File: src/rtl/mesh_term_if.sv
// Terminal endpoint for one mesh port: TX FIFO feeding the router input,
// RX FSM draining the router output FIFO into an RX FIFO with address checking.
module mesh_term_if #(
    parameter int pckg_sz    = 40,
    parameter int fifo_depth = 4,
    parameter int term_row   = 0,
    parameter int term_col   = 0
) (
    input  logic               clk,
    input  logic               rst,
    input  logic [pckg_sz-1:0] tx_data,
    input  logic               tx_push,
    output logic               tx_full,
    output logic [pckg_sz-1:0] data_out_i_in,
    output logic               pndng_i_in,
    input  logic               popin,
    input  logic [pckg_sz-1:0] data_out,
    input  logic               pndng,
    output logic               pop,
    output logic [pckg_sz-1:0] rx_data,
    output logic               rx_valid,
    input  logic               rx_pop,
    output logic [15:0]        err_count,
    output logic               proto_err,
    output logic               tx_drop
);

    localparam int          AW       = (fifo_depth > 1) ? $clog2(fifo_depth) : 1;
    localparam logic [AW:0] LP_DEPTH = (AW+1)'(fifo_depth);
    localparam logic [3:0]  LP_ROW   = 4'(term_row);
    localparam logic [3:0]  LP_COL   = 4'(term_col);

    typedef enum logic [1:0] {S_IDLE, S_POP, S_CAPT, S_SETTLE} rx_state_t;

    // TX FIFO
    logic [pckg_sz-1:0] r_tx_mem [fifo_depth];
    logic [AW-1:0]      r_tx_wr, r_tx_rd;
    logic [AW:0]        r_tx_cnt;
    logic               r_proto_err, r_tx_drop;
    logic               w_tx_empty, w_tx_full, w_tx_do_pop, w_tx_do_push;

    assign w_tx_empty   = (r_tx_cnt == '0);
    assign w_tx_full    = (r_tx_cnt == LP_DEPTH);
    assign w_tx_do_pop  = popin && !w_tx_empty;
    // A pop in the same cycle frees the slot, so a push while full still lands.
    assign w_tx_do_push = tx_push && (!w_tx_full || w_tx_do_pop);

    always_ff @(posedge clk or posedge rst) begin
        if (rst) begin
            for (int unsigned i = 0; i < fifo_depth; i++) r_tx_mem[i] <= '0;
            r_tx_wr     <= '0;
            r_tx_rd     <= '0;
            r_tx_cnt    <= '0;
            r_proto_err <= 1'b0;
            r_tx_drop   <= 1'b0;
        end else begin
            if (w_tx_do_push) begin
                r_tx_mem[r_tx_wr] <= tx_data;
                r_tx_wr           <= r_tx_wr + AW'(1);
            end
            if (w_tx_do_pop) r_tx_rd <= r_tx_rd + AW'(1);
            if (w_tx_do_push && !w_tx_do_pop)      r_tx_cnt <= r_tx_cnt + (AW+1)'(1);
            else if (!w_tx_do_push && w_tx_do_pop) r_tx_cnt <= r_tx_cnt - (AW+1)'(1);
            if (popin && w_tx_empty)             r_proto_err <= 1'b1;
            if (tx_push && w_tx_full && !popin)  r_tx_drop   <= 1'b1;
        end
    end

    assign tx_full       = w_tx_full;
    assign pndng_i_in    = !w_tx_empty;
    assign data_out_i_in = r_tx_mem[r_tx_rd];
    assign proto_err     = r_proto_err;
    assign tx_drop       = r_tx_drop;

    // RX FSM
    rx_state_t          r_state;
    logic               r_pop;
    logic [15:0]        r_err_count;
    logic [pckg_sz-1:0] r_rx_mem [fifo_depth];
    logic [AW-1:0]      r_rx_wr, r_rx_rd;
    logic [AW:0]        r_rx_cnt;
    logic               w_rx_empty, w_rx_full, w_rx_push, w_rx_do_pop, w_misroute;

    assign w_rx_empty  = (r_rx_cnt == '0);
    assign w_rx_full   = (r_rx_cnt == LP_DEPTH);
    assign w_rx_push   = (r_state == S_CAPT);
    assign w_rx_do_pop = rx_pop && !w_rx_empty;
    assign w_misroute  = (data_out[pckg_sz-9 -: 4] != LP_ROW) ||
                         (data_out[pckg_sz-13 -: 4] != LP_COL);

    always_ff @(posedge clk or posedge rst) begin
        if (rst) begin
            r_state     <= S_IDLE;
            r_pop       <= 1'b0;
            r_err_count <= '0;
        end else begin
            case (r_state)
                S_IDLE: begin
                    if (pndng && !w_rx_full) begin
                        r_state <= S_POP;
                        r_pop   <= 1'b1;
                    end
                end
                S_POP: begin
                    r_pop   <= 1'b0;
                    r_state <= S_CAPT;
                end
                S_CAPT: begin
                    if (w_misroute && (r_err_count != '1)) r_err_count <= r_err_count + 16'd1;
                    r_state <= S_SETTLE;
                end
                default: r_state <= S_IDLE;
            endcase
        end
    end

    // RX FIFO; the IDLE full-check guarantees room for the CAPT push.
    always_ff @(posedge clk or posedge rst) begin
        if (rst) begin
            for (int unsigned i = 0; i < fifo_depth; i++) r_rx_mem[i] <= '0;
            r_rx_wr  <= '0;
            r_rx_rd  <= '0;
            r_rx_cnt <= '0;
        end else begin
            if (w_rx_push) begin
                r_rx_mem[r_rx_wr] <= data_out;
                r_rx_wr           <= r_rx_wr + AW'(1);
            end
            if (w_rx_do_pop) r_rx_rd <= r_rx_rd + AW'(1);
            if (w_rx_push && !w_rx_do_pop)      r_rx_cnt <= r_rx_cnt + (AW+1)'(1);
            else if (!w_rx_push && w_rx_do_pop) r_rx_cnt <= r_rx_cnt - (AW+1)'(1);
        end
    end

    assign pop       = r_pop;
    assign err_count = r_err_count;
    assign rx_data   = r_rx_mem[r_rx_rd];
    assign rx_valid  = !w_rx_empty;

endmodule

File: config.mk
export PLATFORM = sky130hd
export DESIGN_NAME = mesh_term_if
export DESIGN_NICKNAME = d
export VERILOG_FILES = /design/src/rtl/mesh_term_if.sv
export SDC_FILE = /design/constraint.sdc
export NUM_CORES = 1
export LEC_CHECK = 0
export BUFFER_PORTS_ARGS = -buffer_cell sky130_fd_sc_hd__buf_4
export CORE_MARGIN = 2
export CORE_UTILIZATION = 58
export DETAILED_ROUTE_END_ITERATION = 12
export HOLD_SLACK_MARGIN = 0.12
export PLACE_DENSITY = 0.87
export SLEW_MARGIN = 10
export SYNTH_ARGS = -nofsm -noshare
export SYNTH_HDL_FRONTEND = slang
export SYNTH_SLANG_ARGS = --single-unit
File: constraint.sdc
create_clock -name clk -period 11.8 [get_ports clk]
set_clock_uncertainty 0.2 [all_clocks]
set_input_delay 0.59 -clock clk [delete_from_list [all_inputs] [get_ports clk]]
set_output_delay 0.59 -clock clk [all_outputs]
set_load 0.03 [all_outputs]
After elaboration in Yosys (flattened, before gate mapping). Index checks and enable logic that the tools add are counted.

Add/subtract/negate cells: 9. Order comparisons: 6. Equal/unequal tests: 6. Multiplexer cells: 20. Bitwise gates (word level): 4. Reduce and logical (&&, ||, !) cells: 35.

Operators by type and width (count): bitwise mux 160 bit (2); two-way mux 40 bit (6); binary-select mux 40 bit (select 2 bit) (2); demux 40 bit (select 2 bit) (2); adder 16 x 1 -> 16 bit (second input constant) (1); != test 16 bit (second input constant) (1); logical AND 1 bit (14); greater-or-equal comparator 3 bit (second input constant) (4); two-way mux 3 bit (4); inverter 2 -> 3 bit (4); logical NOT 1 bit (9); adder 2 x 1 -> 2 bit (second input constant) (4); nonzero test 4 bit (2); adder 3 x 1 -> 3 bit (second input constant) (2); == test 3 bit (second input constant) (2); logical NOT 3 bit (2); < comparator 3 x 1 -> 1 bit (second input constant) (2); one-hot mux 2 bit (3 select lines) (1); nonzero test 2 bit (3); subtractor 3 x 1 -> 3 bit (second input constant) (2); AND reduction 2 bit (2); == test 2 x 1 -> 1 bit (second input constant) (1); == test 2 bit (second input constant) (1); logical NOT 2 bit (1); other kinds (5) (6).

Register bits: 355. Bits of input ports: 86. Output and inout port bits: 102. Logic and storage cells: 99.

Logic depth before layout (Yosys ltp). Gate-level depths: netlist of run 1.

Word-level depth: 9. Mapped depth: 9. Mapped depth without buffers: 8.

Worst setup path before layout of run 1. No wires, ideal clock.

Path kind: reg2reg. Start: reg r_tx_cnt[0]. End: reg r_tx_cnt[2]. Library setup time: 0.079 ns. Arrival time: 2.143 ns. Data required time: 11.521 ns. Path slack: 9.377 ns. Cell stages (with the launch flop): 9. Buffers on the path: 0. Cell sequence: dfrtp_1 -> or3_1 -> nand2_1 -> ha_1 -> inv_1 -> fa_1 -> xor2_1 -> nor2_1 -> xor2_1.

Longest elaborated chain between the ends: 8.

Ends and longest elaborated chain: start: declaration (RTL line 38) `logic [AW:0] r_tx_cnt;`; start signal: assignment (RTL line 62) `if (w_tx_do_push && !w_tx_do_pop) r_tx_cnt <= r_tx_cnt + (AW+1)'(1);`; start signal: assignment (RTL line 63) `else if (!w_tx_do_push && w_tx_do_pop) r_tx_cnt <= r_tx_cnt - (AW+1)'(1);`; logical NOT 3 bit * (RTL line 42) `assign w_tx_empty = (r_tx_cnt == '0);`; logical NOT 1 bit *; named net pndng_i_in (RTL line 15) `output logic pndng_i_in,`; logical AND 1 bit * (RTL line 44) `assign w_tx_do_pop = popin && !w_tx_empty;`; logical OR 1 bit (RTL line 46) `assign w_tx_do_push = tx_push && (!w_tx_full || w_tx_do_pop);`; logical AND 1 bit (RTL line 46); logical NOT 1 bit (RTL line 63); logical AND 1 bit (RTL line 63); nonzero test 2 bit (no source line).

The timed path passes the listed nets; every way through them passes the cells marked *. The select of a mux whose other input is x is not followed. A chain may end at the register's enable or synchronous reset.

Worst setup path after layout of run 1.
Start: reg r_tx_rd[0]. End: out data_out_i_in[7].

Longest elaborated chain between the ends: 4.

Ends and longest elaborated chain: start: declaration (RTL line 37) `logic [AW-1:0] r_tx_wr, r_tx_rd;`; start signal: assignment (RTL line 61) `if (w_tx_do_pop) r_tx_rd <= r_tx_rd + AW'(1);`; inverter 2 -> 3 bit (implied by the code) (RTL line 71) `assign data_out_i_in = r_tx_mem[r_tx_rd];`; binary-select mux 40 bit (select 2 bit) (RTL line 71); two-way mux 40 bit (implied by the code) (2 in a row) (RTL line 71); end: declaration (RTL line 14) `output logic [pckg_sz-1:0] data_out_i_in,`.

Every way passes these cells. The select of a mux whose other input is x is not followed.

==> flow_summary.yaml, run 1 <==
outcome:
  status: "finished clean"
synthesis:
  ys_ff_latch: 355
  ys_seq_area_frac: 0.5694
  synth_fp_nets: 1045
  yosys_warnings: 0
  synth_area_leaders: "dfrtp_1 57%, mux2_2 22%, mux4_2 12%, ha_1 1.2%, xor2_1 1.1%"
  synth-edff-count: 0
  synth_cell_types: 40
  ys.flop_type: "dfrtp_1"
  synth.most_common_cell: "dfrtp_1"
  netlist_area_um2: 15600
  synthCells: 942
  synth_top_area_cell: "dfrtp_1"
  yosys-top-cells-count: "355 x dfrtp_1, 310 x mux2_2, 80 x mux4_2"
  synth.avg_cell_area_um2: 16.56
  synth_top_area_frac: 0.5694
  synthArstFlopShare: 1.000
clock_tree:
  cts_made_buffers: 38
  tritoncts: "built"
  clockBufferDepth: 3
  clk_pin_slew_ns: 0.06
  cts_setup_buffers: 0
  clock_sinks: 355
  root_buffer: "clkbuf_16"
  htree_levels: 2
  clkLatencyLatePin_ns: 0.51
grt:
  use_met3: 0.05383
  grtUsageMet1: 0.3024
  grt_util_met2: 0.3958
  track_usage: 0.2308
  grt_pass1_vias: 9801
  grt_most_used_layer: "met2"
  grt_antenna_before_repair: 0
  grt_first_pass_wirelength_mm: 51.89
  grt_start_max_net_pins: 191
  grt_overflow: 0
route:
  firstDrtPassIters: 4
  vias: 8847
  ant_nets: 0
  drt_iter0_markers: 534
  routed_via_density: 5.843
  wirelength_mm: 31.81
  wl_per_cell_um: 21.01
  drc: 0
timing:
  max_slew_margin: 0.2152
  finalHoldViolCount: 0
  fmax_mhz: 289.4
  worst_pin_slew_ns: 1.173
  rsz0062_at_grt: "no"
  period_share: 0.2928
  slew_violations: 0
  tns_ns: 0
  period_minus_slack_ns: 3.455
  setup_viol: 0
floorplanning:
  die_area_um2: 28230
  core.rowCount: 60
  core_um2: 26650
  initial_utilization: 0.5854
  io_pins: 188
  die_y_um: 168.0
  die_w_um: 168.0
setup_path:
  cpMostUsedCell: "buf_4"
  ff2ff_setup_slack_ns: 8.86
  path_delay_family: "flip-flops"
  startpoint_type: "flip-flop"
  crit_fanout: 23
  path_class: "flip-flop to output port"
  max_stage_delay_ns: 0.82
  arrival_ns: 2.66
  cp_cell_sequence: "buf_4 > mux4_2 > buf_4"
  timing.rr.end: "r_tx_mem[129]$_DFFE_PP0P_"
  cp_num_buf_inv: 2
  critPathCaptureType: "output port"
  critPathSlowestCell: "dfrtp_2"
  worstPathRequired_ns: 11.01
  ff2ff_path_depth: 4
  worstReg2RegStart: "r_tx_cnt[2]$_DFFE_PP0P_"
final_layout:
  area_delta_synth_final_pct: 20.51
  drive_gt1_frac: 0.5686
  fin_cells: 1514
  fill_cells: 1712
  diodes: 0
  nNetsFinal: 1248
hold_path:
  holdPathStages: 2
  worstHoldStart: "data_out[5]"
  hold_class: "input port to flip-flop"
  hold_end: "r_rx_mem[5]$_DFFE_PP0P_"
placed_design:
  dpl.hpwl_mm: 19.37
  dp.cells: 1422
  place.gp.congestion: 0.7683
  port_buffers: 187
power:
  p_per_area_nw_per_um2: 336.2
  p_leak_nw: 8.249
  vdd_drop_max_v: 0.0002121
flow_run:
  maxCapViolCount: 0
## per-stage QoR
stage,total power [mW],area [µm²],setup slack (ns),hold slack (ns),util
5_1_grt,6.639,18800,8.078,0.1252,0.7054
4_1_cts,6.379,18800,8.240,0.1200,0.7054
3_5_place_dp,5.107,17250,8.482,0.2666,0.6471
3_3_place_gp,4.991,17250,8.518,0.2575,0.6471
6_report,6.321,18800,8.345,0.1348,0.7054
2_1_floorplan,4.241,15600,1.161,0.2501,-
## report_power, final
part / switching (mW) / internal [mW]
Clock: 0.470 / 0.761
Combinational: 1.40 / 1.47
Sequential: 0.384 / 1.83
Total: 2.26 / 4.06
## layer usage
metal,part of all wire,vias up
li1,-,3903
met1,0.41,4683
met2,0.51,210
met3,0.062,51
met4,0.015,0
met5,0,-
## cell type report
class / count / area (µm²) / area share
clock inverter: 8 / 117.6 / 0.006256
sequential: 355 / 8889 / 0.4728
tap: 341 / 426.7 / 0.02269
multi-input combinational: 520 / 6401 / 0.3405
timing repair buffer: 220 / 1724 / 0.09171
clock buffer: 60 / 1197 / 0.06369
inverter: 10 / 45.04 / 0.002396
## cells by family (layout without fill, tap and decap cells)
group | after synthesis | in the layout | synth area share
compound gates | 10 | 10 | 0.005053
xor+xnor | 27 | 27 | 0.01516
fa+ha+maj | 17 | 17 | 0.01460
buf+inv | 67 | 298 | 0.02157
flops | 355 | 355 | 0.5694
mux | 405 | 405 | 0.3500
simple gates | 61 | 61 | 0.02422
## worst max-delay path by stage
stage	start	to	cells past startpoint	slack, ns
after global routing	rst	r_rx_rd[1]$_DFFE_PP0P_	5	8.08
after floorplan	rst	err_count[0]$_DFFE_PP0P_	1	1.16
after global placement	rst	r_rx_rd[0]$_DFFE_PP0P_	4	8.52
after detailed placement	rst	r_rx_rd[1]$_DFFE_PP0P_	4	8.48
final	r_tx_rd[0]$_DFFE_PP0P_	data_out_i_in[7]	3	8.35
after CTS	r_tx_rd[0]$_DFFE_PP0P_	data_out_i_in[3]	3	8.24
## placed cells by master (no fill, tap or decap), types with 2 or more instances in the layout
master	count
clkbuf_8	10
nand2_1	9
nor4_1	2
nand2_2	8
mux4_2	80
nor4_2	4
nor3b_1	2
o21ai_0	2
fa_1	2
nor2_1	4
o2bb2ai_1	2
and4_1	2
inv_1	9
xor2_1	19
nand3_1	8
clkinv_2	4
and3_1	2
nand4_1	4
nor3_1	5
dlygate4sd3_1	24
ha_1	15
dfrtp_2	4
dfrtp_1	351
clkbuf_1	9
bufinv_16	3
nor2b_1	2
mux2_1	14
or4_1	2
or3_1	2
xnor2_1	8
buf_4	195
clkbuf_16	41
mux2_2	310
## flip-flops by register name (all words and copies together) (netlist names), 2 cells and up
signal	flops
err_count	16
r_state	2
r_rx_mem	160
r_tx_wr	2
r_tx_cnt	3
r_rx_wr	2
r_rx_rd	2
r_tx_mem	160
r_tx_rd	2
r_rx_cnt	3
## what timing repair did
| item | in CTS | in global routing |
|---|---|---|
| gates resized for setup | 0 | 0 |
| endpoints found under the hold margin | 137 | 0 |
| hold buffers | 24 | 0 |
Note: power is estimated with default switching activity, not from simulation.
==> run 2: changes to the inputs <==
==> constraint.sdc (replaced) <==
create_clock -name clk -period 3.28 [get_ports clk]
set_clock_uncertainty 0.2 [all_clocks]
set_input_delay 0.164 -clock clk [delete_from_list [all_inputs] [get_ports clk]]
set_output_delay 0.164 -clock clk [all_outputs]
set_load 0.03 [all_outputs]
==> flow_summary.yaml, run 2 (same netlist as run 1, synthesis figures left out) <==
outcome:
  status: "finished clean"
timing:
  finalHoldViolCount: 0
  period_minus_slack_ns: 2.852
  period_share: 0.8694
  setup_viol: 0
  slew_violations: 0
  max_slew_margin: 0.4705
  worst_pin_slew_ns: 0.7942
  rsz0062_at_grt: "no"
  fmax_mhz: 350.7
placed_design:
  placed_cell_area_um2: 17450
  port_buffers: 187
  place.gp.congestion: 0.7561
  dpl.hpwl_mm: 19.72
floorplanning:
  core_um2: 26650
  io_pins: 188
  die_area_um2: 28230
  core.rowCount: 60
  die_y_um: 168.0
  die_w_um: 168.0
  initial_utilization: 0.5854
setup_path:
  ff2ff_setup_slack_ns: 0.43
  arrival_ns: 3.09
  timing.rr.end: "r_tx_cnt[2]$_DFFE_PP0P_"
  cp_cell_sequence: "nor4b_2 > nor2b_1 > ha_1 > inv_1 > fa_1 > xor2_1 > nor2_1 > xor2_1"
  worstPathRequired_ns: 3.51
  cpMostUsedCell: "xor2_1"
  worstReg2RegStart: "r_tx_cnt[2]$_DFFE_PP0P_"
  path_delay_family: "simple AND/OR/NAND/NOR gates"
  max_stage_delay_ns: 0.62
  startpoint_type: "flip-flop"
  critPathSlowestCell: "nor2b_1"
  ff2ff_path_depth: 8
  critPathCaptureType: "flip-flop"
  path_class: "flip-flop to flip-flop"
  cp_num_buf_inv: 1
  crit_fanout: 8
final_layout:
  nNetsFinal: 1323
  diodes: 0
  final_area_um2: 19480
  fill_cells: 1568
  final_common_cell: "dfrtp_1"
  area_delta_synth_final_pct: 24.85
  drive_gt1_frac: 0.5425
  final_cell_mix: "351 x dfrtp_1, 310 x mux2_2, 199 x buf_4, 86 x dlygate4sd3_1, 80 x mux4_2"
  post-route-util: 0.7308
route:
  routed_via_density: 5.802
  ant_nets: 0
  firstDrtPassIters: 4
  drc: 0
  wl_per_cell_um: 20.61
  drt_iter0_markers: 495
  vias: 9207
  wirelength_mm: 32.71
power:
  p_per_area_nw_per_um2: 1159
  vdd_drop_max_v: 0.0009547
  p_leak_nw: 8.535
  finalPower_mw: 22.57
grt:
  grt_pass1_vias: 10144
  grt_overflow: 0
  grt_antenna_before_repair: 0
  grt_start_max_net_pins: 77
  grt_first_pass_wirelength_mm: 53.85
  track_usage: 0.2390
clock_tree:
  tritoncts: "built"
  clk_pin_slew_ns: 0.06
  clockBufferDepth: 3
  root_buffer: "clkbuf_16"
  htree_levels: 2
  clkLatencyLatePin_ns: 0.52
  cts_resized: 0
  clock_sinks: 355
  cts_made_buffers: 38
flow_run:
  maxCapViolCount: 0
hold_path:
  hold_class: "input port to async pin"
## run 2: layout make-up
| class | instances | area [µm²] | area share |
|---|---|---|---|
| inverters | 10 | 41.29 | 0.002120 |
| flip-flops and latches | 355 | 8889 | 0.4564 |
| repair buffers | 295 | 2555 | 0.1312 |
| clock inverters | 9 | 51.30 | 0.002634 |
| clock buffers | 57 | 1114 | 0.05717 |
| well taps | 341 | 426.7 | 0.02191 |
| multi-input cells | 520 | 6401 | 0.3286 |
## run 2: worst min-delay path, delay by kind of cell
kind / cells / cell delay [ns]
buffers and inverters: 3 / 1.19
## run 2: how the worst max path moves through the flow
stage | start | to | slack [ns] | cells after the start
CTS | r_tx_rd[0]$_DFFE_PP0P_ | data_out_i_in[30] | 0.50 | 3
finish | r_tx_cnt[2]$_DFFE_PP0P_ | r_tx_cnt[2]$_DFFE_PP0P_ | 0.43 | 8
global placement | r_tx_cnt[2]$_DFFE_PP0P_ | r_tx_cnt[2]$_DFFE_PP0P_ | 0.73 | 8
global route | r_tx_cnt[1]$_DFFE_PP0P_ | r_tx_cnt[2]$_DFFE_PP0P_ | 0.32 | 8
floorplan | rst | err_count[0]$_DFFE_PP0P_ | -1.84 | 1
detailed placement | r_tx_cnt[2]$_DFFE_PP0P_ | r_tx_cnt[2]$_DFFE_PP0P_ | 0.62 | 8
## run 2: what timing repair did
action                                  4_1_cts  5_1_grt
hold buffers                                 86        0
endpoints found under the setup margin        0        0
hold endpoints to repair                    408        0
buffers inserted                              0        0
## run 2: power breakdown
group	internal, mW	leakage [nW]	total [mW]	switching (mW)
logic	5.44	3.77	10.6	5.18
registers	6.60	4.19	7.95	1.35
clock network	2.34	0.576	4.00	1.65
total	14.4	8.54	22.6	8.19
## run 2: per-stage QoR
stage | cells | setup TNS (ns) | setup slack (ns) | hold slack, ns
after global routing | 1587 | 0 | 0.3192 | 0.2135
after detailed placement | 1435 | 0 | 0.6220 | 0.1409
after global placement | 1435 | 0 | 0.7345 | 0.1444
after CTS | 1587 | 0 | 0.5011 | 0.1649
final | 1587 | 0 | 0.4283 | 0.1551
after floorplan | 942 | -653.32 | -1.840 | 0.08094
## run 2: metal layers
layer,track usage,vias up,part of all wire
met5,0,-,0
met4,0.06692,0,0.021
met3,0.05454,63,0.056
met2,0.4093,230,0.51
met1,0.3101,4865,0.41
li1,-,4049,-
==> run 3: changes to the inputs <==
==> constraint.sdc (replaced) <==
create_clock -name clk -period 2.7 [get_ports clk]
set_clock_uncertainty 0.2 [all_clocks]
set_input_delay 0.135 -clock clk [delete_from_list [all_inputs] [get_ports clk]]
set_output_delay 0.135 -clock clk [all_outputs]
set_load 0.03 [all_outputs]
==> flow_summary.yaml, run 3 (same netlist as run 1, synthesis figures left out) <==
floorplanning:
  initial_utilization: 0.5854
  core.rowCount: 60
  core_um2: 26650
  die_w_um: 168.0
  die_area_um2: 28230
  io_pins: 188
  die_y_um: 168.0
timing:
  period_share: 0.9277
  holdWs_ns: 0.2054
  slew_violations: 0
  worst_pin_slew_ns: 0.5699
  rsz0062_at_grt: "no"
  finalHoldViolCount: 0
  setup_viol: 0
  tns_ns: 0
  period_minus_slack_ns: 2.505
  fmax_mhz: 399.2
  max_slew_margin: 0.6192
clock_tree:
  cts_setup_buffers: 0
  root_buffer: "clkbuf_16"
  clockBufferDepth: 3
  htree_levels: 2
  clock_sinks: 355
  clk_pin_slew_ns: 0.06
  clkLatencyLatePin_ns: 0.52
  tritoncts: "built"
  cts_made_buffers: 38
route:
  routed_via_density: 5.872
  vias: 9354
  drc: 0
  firstDrtPassIters: 4
  wirelength_mm: 33.73
  ant_nets: 0
  wl_per_cell_um: 21.18
  drt_iter0_markers: 528
power:
  vdd_drop_max_v: 0.0009199
  p_leak_nw: 8.619
  p_per_area_nw_per_um2: 1419
  finalPower_mw: 27.88
setup_path:
  critPathCaptureType: "flip-flop"
  arrival_ns: 2.74
  startpoint_type: "flip-flop"
  worstPathRequired_ns: 2.93
  crit_fanout: 8
  path_class: "flip-flop to flip-flop"
final_layout:
  fill_cells: 1561
  regArea_um2: 8889
  diodes: 0
  area_delta_synth_final_pct: 25.93
  final_common_cell: "dfrtp_1"
  drive_gt1_frac: 0.5447
  post-route-util: 0.7372
  nNetsFinal: 1328
  final_cell_mix: "351 x dfrtp_1, 310 x mux2_2, 199 x buf_4, 87 x dlygate4sd3_1, 80 x mux4_2"
  multi_input_area_um2: 6404
outcome:
  status: "finished clean"
flow_run:
  maxCapViolCount: 0
grt:
  track_usage: 0.2442
  grt_pass1_vias: 10428
  grt_start_max_net_pins: 86
  grt_antenna_before_repair: 0
  grt_overflow: 0
  grt_first_pass_wirelength_mm: 54.68
placed_design:
  port_buffers: 187
  place.gp.congestion: 0.7659
  dpl.hpwl_mm: 20.14
hold_path:
  hold_class: "input port to flip-flop"
==> run 3: changes by cell type in the layout (fill, tap and decap cells not counted), sizes merged <==
cell	before	now
buf	209	213
bufinv	0	3
clkbuf	57	56
clkinv	7	5
clkinvlp	2	1
dlygate4sd3	86	87
inv	10	12
==> run 3: metal layers <==
metal  up-vias  wire, µm  track usage
met1      4953     13160       0.2975
met3        68      1976      0.05689
li1       4075         -            -
met2       258     17840       0.4375
met5         -         0            0
met4         0       758      0.07070
==> run 3: path summary, 6_finish.rpt <==
| path | from | to | slack, ns | cells after the start |
|---|---|---|---|---|
| max | r_tx_cnt[2]$_DFFE_PP0P_ | r_tx_cnt[2]$_DFFE_PP0P_ | 0.20 | 8 |
| min | tx_data[7] | r_tx_mem[127]$_DFFE_PP0P_ | 0.21 | 3 |
| max reg2reg | r_tx_cnt[2]$_DFFE_PP0P_ | r_tx_cnt[2]$_DFFE_PP0P_ | 0.20 | 8 |
| min reg2reg | proto_err$_DFFE_PP0P_ | proto_err$_DFFE_PP0P_ | 0.28 | 1 |
| max in group asynchronous | rst | r_rx_mem[125]$_DFFE_PP0P_ | 0.77 | 6 |
| min in group asynchronous | rst | r_tx_mem[85]$_DFFE_PP0P_ | 0.64 | 4 |
==> run 3: layout make-up <==
type | count | area share
sequential | 355 | 0.4524
multi-input combinational | 520 | 0.3259
timing repair buffer | 300 | 0.1346
clock buffer | 56 | 0.05541
tap | 341 | 0.02172
clock inverter | 11 | 0.007770
inverter | 10 | 0.002102
==> run 3: repair_timing <==
action / 4_1_cts / 5_1_grt
endpoints found under the setup margin: 1 / 0
endpoints found under the hold margin: 662 / 0
resized for setup: 1 / 0
hold buffers: 87 / 0
==> run 3: through the flow <==
step	setup slack, ns	instance area (µm²)	instances
finish	0.1952	19650	1593
global route	0.07021	19650	1593
floorplan	-2.391	15610	942
CTS	0.1989	19650	1593
detailed placement	-0.009104	17530	1439
global placement	0.1505	17530	1439
==> run 3: where the power goes <==
part / switching (mW) / total [mW] / internal, mW
sequential: 1.58 / 9.60 / 8.02
clock: 2.08 / 5.18 / 3.09
combinational: 6.43 / 13.1 / 6.68
total: 10.1 / 27.9 / 17.8
==> run 3: worst max-delay path: stages, from the launching register on <==
cell     delay [ns]
dfrtp_1        0.41
nor4b_2        0.19
nor2b_2        0.42
ha_1           0.30
inv_1          0.07
fa_1           0.38
xor2_1         0.18
nor2_1         0.12
xor2_1         0.16
